<file path="config.mk">
export PLATFORM = sky130hd
export DESIGN_NAME = uart_baud_clkgen
export DESIGN_NICKNAME = d
export VERILOG_FILES = /design/src/rtl/uart_baud_pkg.sv /design/src/rtl/uart_baud_clkgen.sv
export SDC_FILE = /design/constraint.sdc
export NUM_CORES = 1
export LEC_CHECK = 0
export CAP_MARGIN = 20
export CORE_MARGIN = 4
export CORE_UTILIZATION = 58
export DETAILED_ROUTE_END_ITERATION = 8
export MAX_ROUTING_LAYER = met4
export PLACE_DENSITY = 0.78
export SETUP_SLACK_MARGIN = 0.5
export SLEW_MARGIN = 20
export SYNTH_ARGS = -nofsm -noshare
export SYNTH_HDL_FRONTEND = slang
export SYNTH_SLANG_ARGS = --single-unit
</file>
<file path="constraint.sdc">
create_clock -name i_clk -period 5.4 [get_ports i_clk]
set_clock_uncertainty 0.05 [all_clocks]
set_input_delay 0.54 -clock i_clk [delete_from_list [all_inputs] [get_ports i_clk]]
set_output_delay 0.54 -clock i_clk [all_outputs]
set_load 0.1 [all_outputs]
</file>
<file path="src/rtl/uart_baud_pkg.sv">
// Shared types and constants for the UART baud-rate clock generator.
// Latency: n/a (declarations only).
// Backpressure: n/a.
package uart_baud_pkg;

  localparam int DIV_W   = 16;
  // Smallest ratio that still yields a square wave (one low, one high cycle).
  localparam int MIN_DIV = 2;

  typedef logic [DIV_W-1:0] baud_div_t;

endpackage

</file>
<file path="src/rtl/uart_baud_clkgen.sv">
// Programmable integer divider: i_clk / cfg_div_ratio -> registered square-wave o_baud_clk.
// Latency: new ratio applies from the next edge; output phase tracks the counter on the same edge.
// Backpressure: none (free-running); optional o_baud_tick pulse when UART_BAUD_TICK_EN is defined.
module uart_baud_clkgen #(
  parameter int DIV_W = uart_baud_pkg::DIV_W
) (
  input  logic             i_clk,
  input  logic             i_rst,
  input  logic [DIV_W-1:0] cfg_div_ratio,
  output logic             o_baud_clk
`ifdef UART_BAUD_TICK_EN
  ,
  output logic             o_baud_tick
`endif
);

  import uart_baud_pkg::*;

  logic             div_en;
  logic [DIV_W-1:0] n_eff;
  logic [DIV_W-1:0] low_len;
  logic [DIV_W-1:0] cnt;
  logic [DIV_W-1:0] cnt_next;
  logic             baud_next;

  // Effective ratio, phase split and next counter/output values.
  // The >= wrap compare lets a shrinking ratio fold the counter back to 0
  // immediately instead of running out to 2^DIV_W.
  always_comb begin
    div_en    = |cfg_div_ratio;
    n_eff     = (cfg_div_ratio == DIV_W'(1)) ? DIV_W'(MIN_DIV) : cfg_div_ratio;
    low_len   = n_eff >> 1;
    cnt_next  = '0;
    if (div_en && (cnt < (n_eff - DIV_W'(1)))) begin
      cnt_next = cnt + DIV_W'(1);
    end
    baud_next = div_en && (cnt_next >= low_len);
  end

  // Counter and output flop updated together so the output never lags the count.
  always_ff @(posedge i_clk or negedge i_rst) begin
    if (!i_rst) begin
      cnt        <= '0;
      o_baud_clk <= 1'b0;
    end else begin
      cnt        <= cnt_next;
      o_baud_clk <= baud_next;
    end
  end

`ifdef UART_BAUD_TICK_EN
  // One-cycle strobe on each counter wrap, i.e. on every falling edge of o_baud_clk.
  always_ff @(posedge i_clk or negedge i_rst) begin
    if (!i_rst) begin
      o_baud_tick <= 1'b0;
    end else begin
      o_baud_tick <= div_en && (cnt_next == '0);
    end
  end
`endif

endmodule

</file>
======== Yosys cells after proc, flatten, opt, wreduce, memory -nomap -nowiden ========
Cells that the tools add are included.
Widths: inputs -> output; s select.
storage, ports and cells
  register bits after elaboration ......... 17
  input bits .............................. 18
  output and inout bits ................... 1
  word-level logic and storage cells ...... 12
operators by class
  add/sub/neg operators ................... 2
  order comparisons ....................... 2
  eq/ne operators ......................... 1
  muxes and demuxes ....................... 2
  reduce and logical (&&, ||, !) cells .... 3
operators by type and width
  kind                   count
  $mux 16                2
  $add 16x1->16 const B  1
  $eq 16x1->1 const B    1
  $ge 16x15->1           1
  $lt 16x16->1           1
  $reduce_or 16->1       1
  $sub 16x1->16 const B  1
  $logic_and 1x1->1      2

======== Logic depth before layout (Yosys ltp) ========
Gate-level depths: netlist of run 1.
  word-level depth ........................ 8
  gate-level depth with buffers ........... 20
  gate-level depth less buffers ........... 20

======== Worst setup path before layout of run 1 ========
OpenSTA, ideal clock, no wires.
  path kind ............................... input to register
  start ................................... in cfg_div_ratio[5]
  end ..................................... reg o_baud_clk
  setup time .............................. 0.143 ns
  data arrival time ....................... 3.946 ns
  data required time ...................... 5.207 ns
  slack ................................... 1.262 ns
  stages on the path ...................... 17
  buffers on the path ..................... 1
  cell sequence ........................... or3_1 > nor4_1 > nand3_1 > xnor2_1 > ha_1 > o21ai_0 > o21ai_0 > o2111ai_1 > and3_1 > o21ai_4 > buf_12 > nor2_4 > ha_1 > a2111oi_0 > a21oi_1 > nor3_1 > o32ai_1
between the ends
  cells in the longest elaborated chain, start to end .. 8
RTL lines
  element               line                    source
  from (decl)           uart_baud_clkgen.sv:9   input logic [DIV_W-1:0] cfg_div_ratio,
  $eq 16x1->1           uart_baud_clkgen.sv:31  n_eff = (cfg_div_ratio == DIV_W'(1)) ? DIV_W'(MIN_DIV) : cfg_div_ratio;
  $mux 16               uart_baud_clkgen.sv:31
  $sub 16x1->16         uart_baud_clkgen.sv:34  if (div_en && (cnt < (n_eff - DIV_W'(1)))) begin
  $lt 16x16->1          uart_baud_clkgen.sv:34
  $logic_and 1x1->1 *   uart_baud_clkgen.sv:34
  $mux 16 *             uart_baud_clkgen.sv:34
  net cnt_next[3]       uart_baud_clkgen.sv:23  logic [DIV_W-1:0] cnt_next;
  $ge 16x15->1 *        uart_baud_clkgen.sv:37  baud_next = div_en && (cnt_next >= low_len);
  $logic_and 1x1->1 *   uart_baud_clkgen.sv:37
  net baud_next         uart_baud_clkgen.sv:24  logic baud_next;
  to (signal assigned)  uart_baud_clkgen.sv:47  o_baud_clk <= baud_next;
  to (decl)             uart_baud_clkgen.sv:10  output logic o_baud_clk
The timed path passes the listed nets; every way through them passes the cells marked *.

======== Final worst setup path of run 1 ========
  start ................................... in cfg_div_ratio[4]
  end ..................................... reg o_baud_clk
Same word-level chain as after synthesis.

==> impl_metrics.prom, run 1 <==
# TYPE chip_impl_metric gauge
chip_impl_info{name="main_combinational_cell_family_by_area_after_synthesis",value="simple AND/OR/NAND/NOR gates"} 1
chip_impl_info{name="rr_endpoint",value="o_baud_clk$_DFF_PN0_"} 1
chip_impl_metric{name="detail_route.wl_per_cell",unit="um"} 15.75
chip_impl_metric{name="yosysWarnings",unit=""} 0
chip_impl_metric{name="largest_net_degree_at_the_start_of_global_routing",unit=""} 18
chip_impl_metric{name="io_pins",unit=""} 19
chip_impl_metric{name="cts.sinks",unit=""} 17
chip_impl_metric{name="finalWorstPathRequiredPeriod",unit="ps"} 4650
chip_impl_metric{name="number_of_register_bits_inferred_by_synthesis",unit=""} 17
chip_impl_metric{name="drc",unit=""} 0
chip_impl_info{name="timing.rr.start",value="cnt[2]$_DFF_PN0_"} 1
chip_impl_info{name="critical_path.endpoint",value="o_baud_clk$_DFF_PN0_"} 1
chip_impl_metric{name="muxShareOfSynthArea",unit=""} 0
chip_impl_metric{name="timing_worst_slew_pin_value",unit="ps"} 963.9
chip_impl_metric{name="floorplan.die_area",unit="mm2"} 0.004235
chip_impl_metric{name="critPathArrivalTime",unit="ps"} 4750
chip_impl_metric{name="preCtsSetupSlack",unit="ps"} 426.9
chip_impl_metric{name="gr-total-overflow",unit=""} 0
chip_impl_metric{name="synth_fa_ha_area_frac",unit=""} 0.2185
chip_impl_metric{name="wl",unit="mm"} 4.330
chip_impl_info{name="cp_top_family",value="simple AND/OR/NAND/NOR gates"} 1
chip_impl_metric{name="cts.clk_slew.worst_paths",unit="ps"} 100
chip_impl_info{name="layout_common_cells",value="33 x sky130_fd_sc_hd__ha_1, 19 x sky130_fd_sc_hd__inv_1, 19 x sky130_fd_sc_hd__xnor2_1"} 1
chip_impl_metric{name="grt.total_usage",unit=""} 0.2251
chip_impl_metric{name="max_freq",unit="MHz"} 215.1
chip_impl_metric{name="cpPeakStageDelay",unit="ps"} 470
chip_impl_info{name="critPathCaptureType",value="flop"} 1
chip_impl_metric{name="io_buffer_count",unit=""} 18
chip_impl_info{name="root_buffer",value="sky130_fd_sc_hd__clkbuf_4"} 1
chip_impl_metric{name="dieHeight",unit="um"} 65.08
chip_impl_info{name="grt_setup_unrepaired",value="false"} 1
chip_impl_metric{name="power_leakage",unit="uW"} 0.0009865
chip_impl_metric{name="gpl.final_weighted_congestion",unit=""} 0.8553
chip_impl_metric{name="synth-compound-area-share",unit=""} 0.1258
chip_impl_info{name="hold_path.class",value="reg2reg"} 1
chip_impl_metric{name="synth-seq-area-share",unit=""} 0.2252
chip_impl_metric{name="setup.reg_to_reg.worst_slack",unit="ps"} 2090
chip_impl_info{name="leading_cell_type_in_the_layout_fill_and_taps_excluded",value="sky130_fd_sc_hd__ha_1"} 1
chip_impl_info{name="netlist_top_cells_area",value="sky130_fd_sc_hd__dfrtp_1 23%, sky130_fd_sc_hd__ha_1 22%, sky130_fd_sc_hd__xnor2_1 8.8%"} 1
chip_impl_metric{name="power-per-cell-area",unit="mW/mm2"} 213.9
chip_impl_metric{name="num_antenna_cells",unit=""} 0
chip_impl_metric{name="mappedNetlistArea",unit="mm2"} 0.001889
chip_impl_metric{name="timing.final.setup_violations",unit=""} 0
chip_impl_metric{name="irDropWorstVdd",unit="mV"} 0.1727
chip_impl_metric{name="layout-drive-gt1-share",unit=""} 0.1082
chip_impl_metric{name="final.hold.worst_slack",unit="ps"} 574.4
chip_impl_metric{name="detailed_place_hpwl",unit="mm"} 3.697
chip_impl_info{name="critical_path.slowest_cell",value="sky130_fd_sc_hd__or3_1"} 1
chip_impl_metric{name="antenna_violations_before_repair",unit=""} 0
chip_impl_metric{name="finalSetupTns",unit="ps"} 0
chip_impl_info{name="timing.critical_path.mode_cell",value="sky130_fd_sc_hd__ha_1"} 1
chip_impl_metric{name="setup_ws",unit="ps"} 750.5
chip_impl_metric{name="numCtsBuffers",unit=""} 3
chip_impl_metric{name="initial_drt_markers",unit=""} 122
chip_impl_metric{name="max_cap_viol",unit=""} 0
chip_impl_metric{name="final_max_slew_viol_count",unit=""} 0
chip_impl_metric{name="worstPathMaxFanout",unit=""} 8
chip_impl_info{name="setup.worst_path.class",value="in2reg"} 1
chip_impl_metric{name="crit_buf_inv",unit=""} 2
chip_impl_info{name="timing.critical_path.from_type",value="primary input"} 1
chip_impl_metric{name="grt_pass1_wl",unit="mm"} 7.224
chip_impl_metric{name="final-hold-violation-count",unit=""} 0
chip_impl_metric{name="layout_worst_path_cycle_share",unit=""} 0.8610
chip_impl_metric{name="clock_insertion_delay_worst_skew",unit="ps"} 280
chip_impl_metric{name="finalNetCount",unit=""} 283
chip_impl_metric{name="synth_simple_gate_area_share",unit=""} 0.2570
chip_impl_metric{name="syn2layout_area_growth",unit="%"} 14.77
chip_impl_info{name="cells_along_the_critical_path",value="clkdlybuf4s50_1 > or3_1 > nor3_4 > nand3_1 > nor4_1 > xnor2_1 > ha_1 > nand4_1 > a211o_1 > o21ai_4 > buf_4 > nor2_4 > ha_1 > a2111oi_0 > a21oi_1 > nor3_1 > o32ai_1"} 1
chip_impl_metric{name="route.antenna.remaining_nets",unit=""} 0
chip_impl_info{name="cts_tree",value="done"} 1
chip_impl_metric{name="max_slew_margin",unit=""} 0.3554
chip_impl_metric{name="placeableCoreArea",unit="mm2"} 0.003078
chip_impl_metric{name="vias_in_the_first_global_route",unit=""} 1567
chip_impl_metric{name="die_w",unit="um"} 65.08
chip_impl_metric{name="required_time_at_the_worst_slack_endpoint",unit="ps"} 5500
chip_impl_info{name="startpoint",value="cfg_div_ratio[4]"} 1
chip_impl_metric{name="cts.path.max_buffers",unit=""} 2
chip_impl_metric{name="initial_utilization",unit=""} 0.6138
chip_impl_metric{name="post-synth-top-area-fraction",unit=""} 0.2252
chip_impl_metric{name="report.power.total",unit="uW"} 463.8
chip_impl_metric{name="vias_per_cell",unit=""} 5.895
chip_impl_metric{name="timing.critical_path.depth",unit=""} 17
chip_impl_metric{name="syn-instance-count",unit=""} 205
chip_impl_info{name="status",value="finished, final reports clean"} 1
chip_impl_metric{name="h-tree-depth",unit=""} 1
chip_impl_metric{name="postSynthAreaPerCell",unit="um2"} 9.216
chip_impl_metric{name="core.rowCount",unit=""} 20
chip_impl_metric{name="synth_xor_area_frac",unit=""} 0.1252
chip_impl_metric{name="synth_cell_types",unit=""} 37
chip_impl_metric{name="ff2ff_path_depth",unit=""} 12
chip_impl_info{name="synth_largest_area_cell",value="sky130_fd_sc_hd__dfrtp_1"} 1
chip_impl_metric{name="detailroute.via_count",unit=""} 1621
chip_impl_metric{name="dr.pass1.iters",unit=""} 4
chip_impl_metric{name="synthesis.nets",unit=""} 256
cell usage after synthesis (all sizes together):
library cell  count
nand2b            1
xor2              8
a31oi             1
a311oi            1
and3              3
o21a              4
and4              1
o32ai             1
a211oi            3
a21o              4
nand4            10
a21oi             4
dfrtp            17
and2              1
a21boi            1
ha               33
nor3              5
nor2             26
o21ai             5
a211o             2
xnor2            19
nand3            11
nor4              5
a2111oi           1
or2               1
o2111ai           3
buf               1
or3               2
nand2            12
inv              19
layer usage:
metal,global-route usage,vias to the layer above,part of all wire
met5,-,-,0
met4,0.06218,0,0.012
met3,0.01733,6,0.030
met2,0.3780,40,0.48
met1,0.2926,783,0.48
li1,-,792,-
per-stage QoR:
stage                 util  cell area, um2  cells
floorplan                -            1889    205
global placement    0.6886            2120    268
detailed placement  0.6886            2120    268
CTS                 0.6972            2146    272
global route        0.7045            2168    275
finish              0.7045            2168    275
worst min path at each step:
stage                                start               end  slack, ps  depth (start not counted)
after floorplan                      i_rst  cnt[0]$_DFF_PN0_        190                          0
after global placement    cnt[0]$_DFF_PN0_  cnt[0]$_DFF_PN0_        570                          1
after detailed placement  cnt[0]$_DFF_PN0_  cnt[0]$_DFF_PN0_        570                          1
after CTS                 cnt[0]$_DFF_PN0_  cnt[0]$_DFF_PN0_        580                          1
after global routing      cnt[0]$_DFF_PN0_  cnt[0]$_DFF_PN0_        620                          1
final                     cnt[0]$_DFF_PN0_  cnt[0]$_DFF_PN0_        570                          1
kinds of logic (layout without fill, tap and decap cells):
| logic type | count (synthesis) | in the layout |
|---|---|---|
| AND/OR/NAND/NOR | 78 | 78 |
| flip-flops | 17 | 17 |
| buffers and inverters | 20 | 46 |
| AO/OA/AOI/OAI | 30 | 30 |
| adder cells (fa/ha/maj) | 33 | 33 |
| XOR/XNOR | 27 | 27 |
what timing repair did:
action                                  CTS  global route
resized for setup                         0             0
setup buffers                             0             3
hold buffers                              0             0
endpoints found under the setup margin    0             1
layout make-up:
class | instances | area (um2)
tap | 44 | 55.05
clock buffer | 4 | 26.28
multi-input combinational | 168 | 1373
timing repair buffer | 23 | 217.7
inverter | 19 | 71.32
fill | 252 | 909.6
sequential | 17 | 425.4
registers in the layout, indices dropped and copies added, names as in the netlist:
register and count:
o_baud_clk 1, cnt 16
power by group:
part | internal (uW) | leakage [uW] | switching, uW
Combinational | 96.9 | 0.000744 | 112
Sequential | 149 | 0.000227 | 39.0
Clock | 28.7 | 0.0000150 | 38.5
Total | 275 | 0.000987 | 189
worst reg2reg max path, delay by kind of cell, from the launching register on:
| family | cells | cell delay (ps) |
|---|---|---|
| flops | 1 | 470 |
| fa+ha+maj | 2 | 600 |
| simple gates | 3 | 500 |
| compound gates | 7 | 1550 |
No activity file was read; power rests on OpenSTA's default activity.
==> run 2, diff against run 1 <==
--- a/config.mk
+++ b/config.mk
@@ -8,6 +8,7 @@
 export CAP_MARGIN = 20
 export CORE_MARGIN = 4
 export CORE_UTILIZATION = 58
+export CTS_CLUSTER_DIAMETER = 30
 export DETAILED_ROUTE_END_ITERATION = 8
 export MAX_ROUTING_LAYER = met4
 export PLACE_DENSITY = 0.78
==> results of run 2 <==
No change in the layout: final DEF, timing and power equal those of run 1.
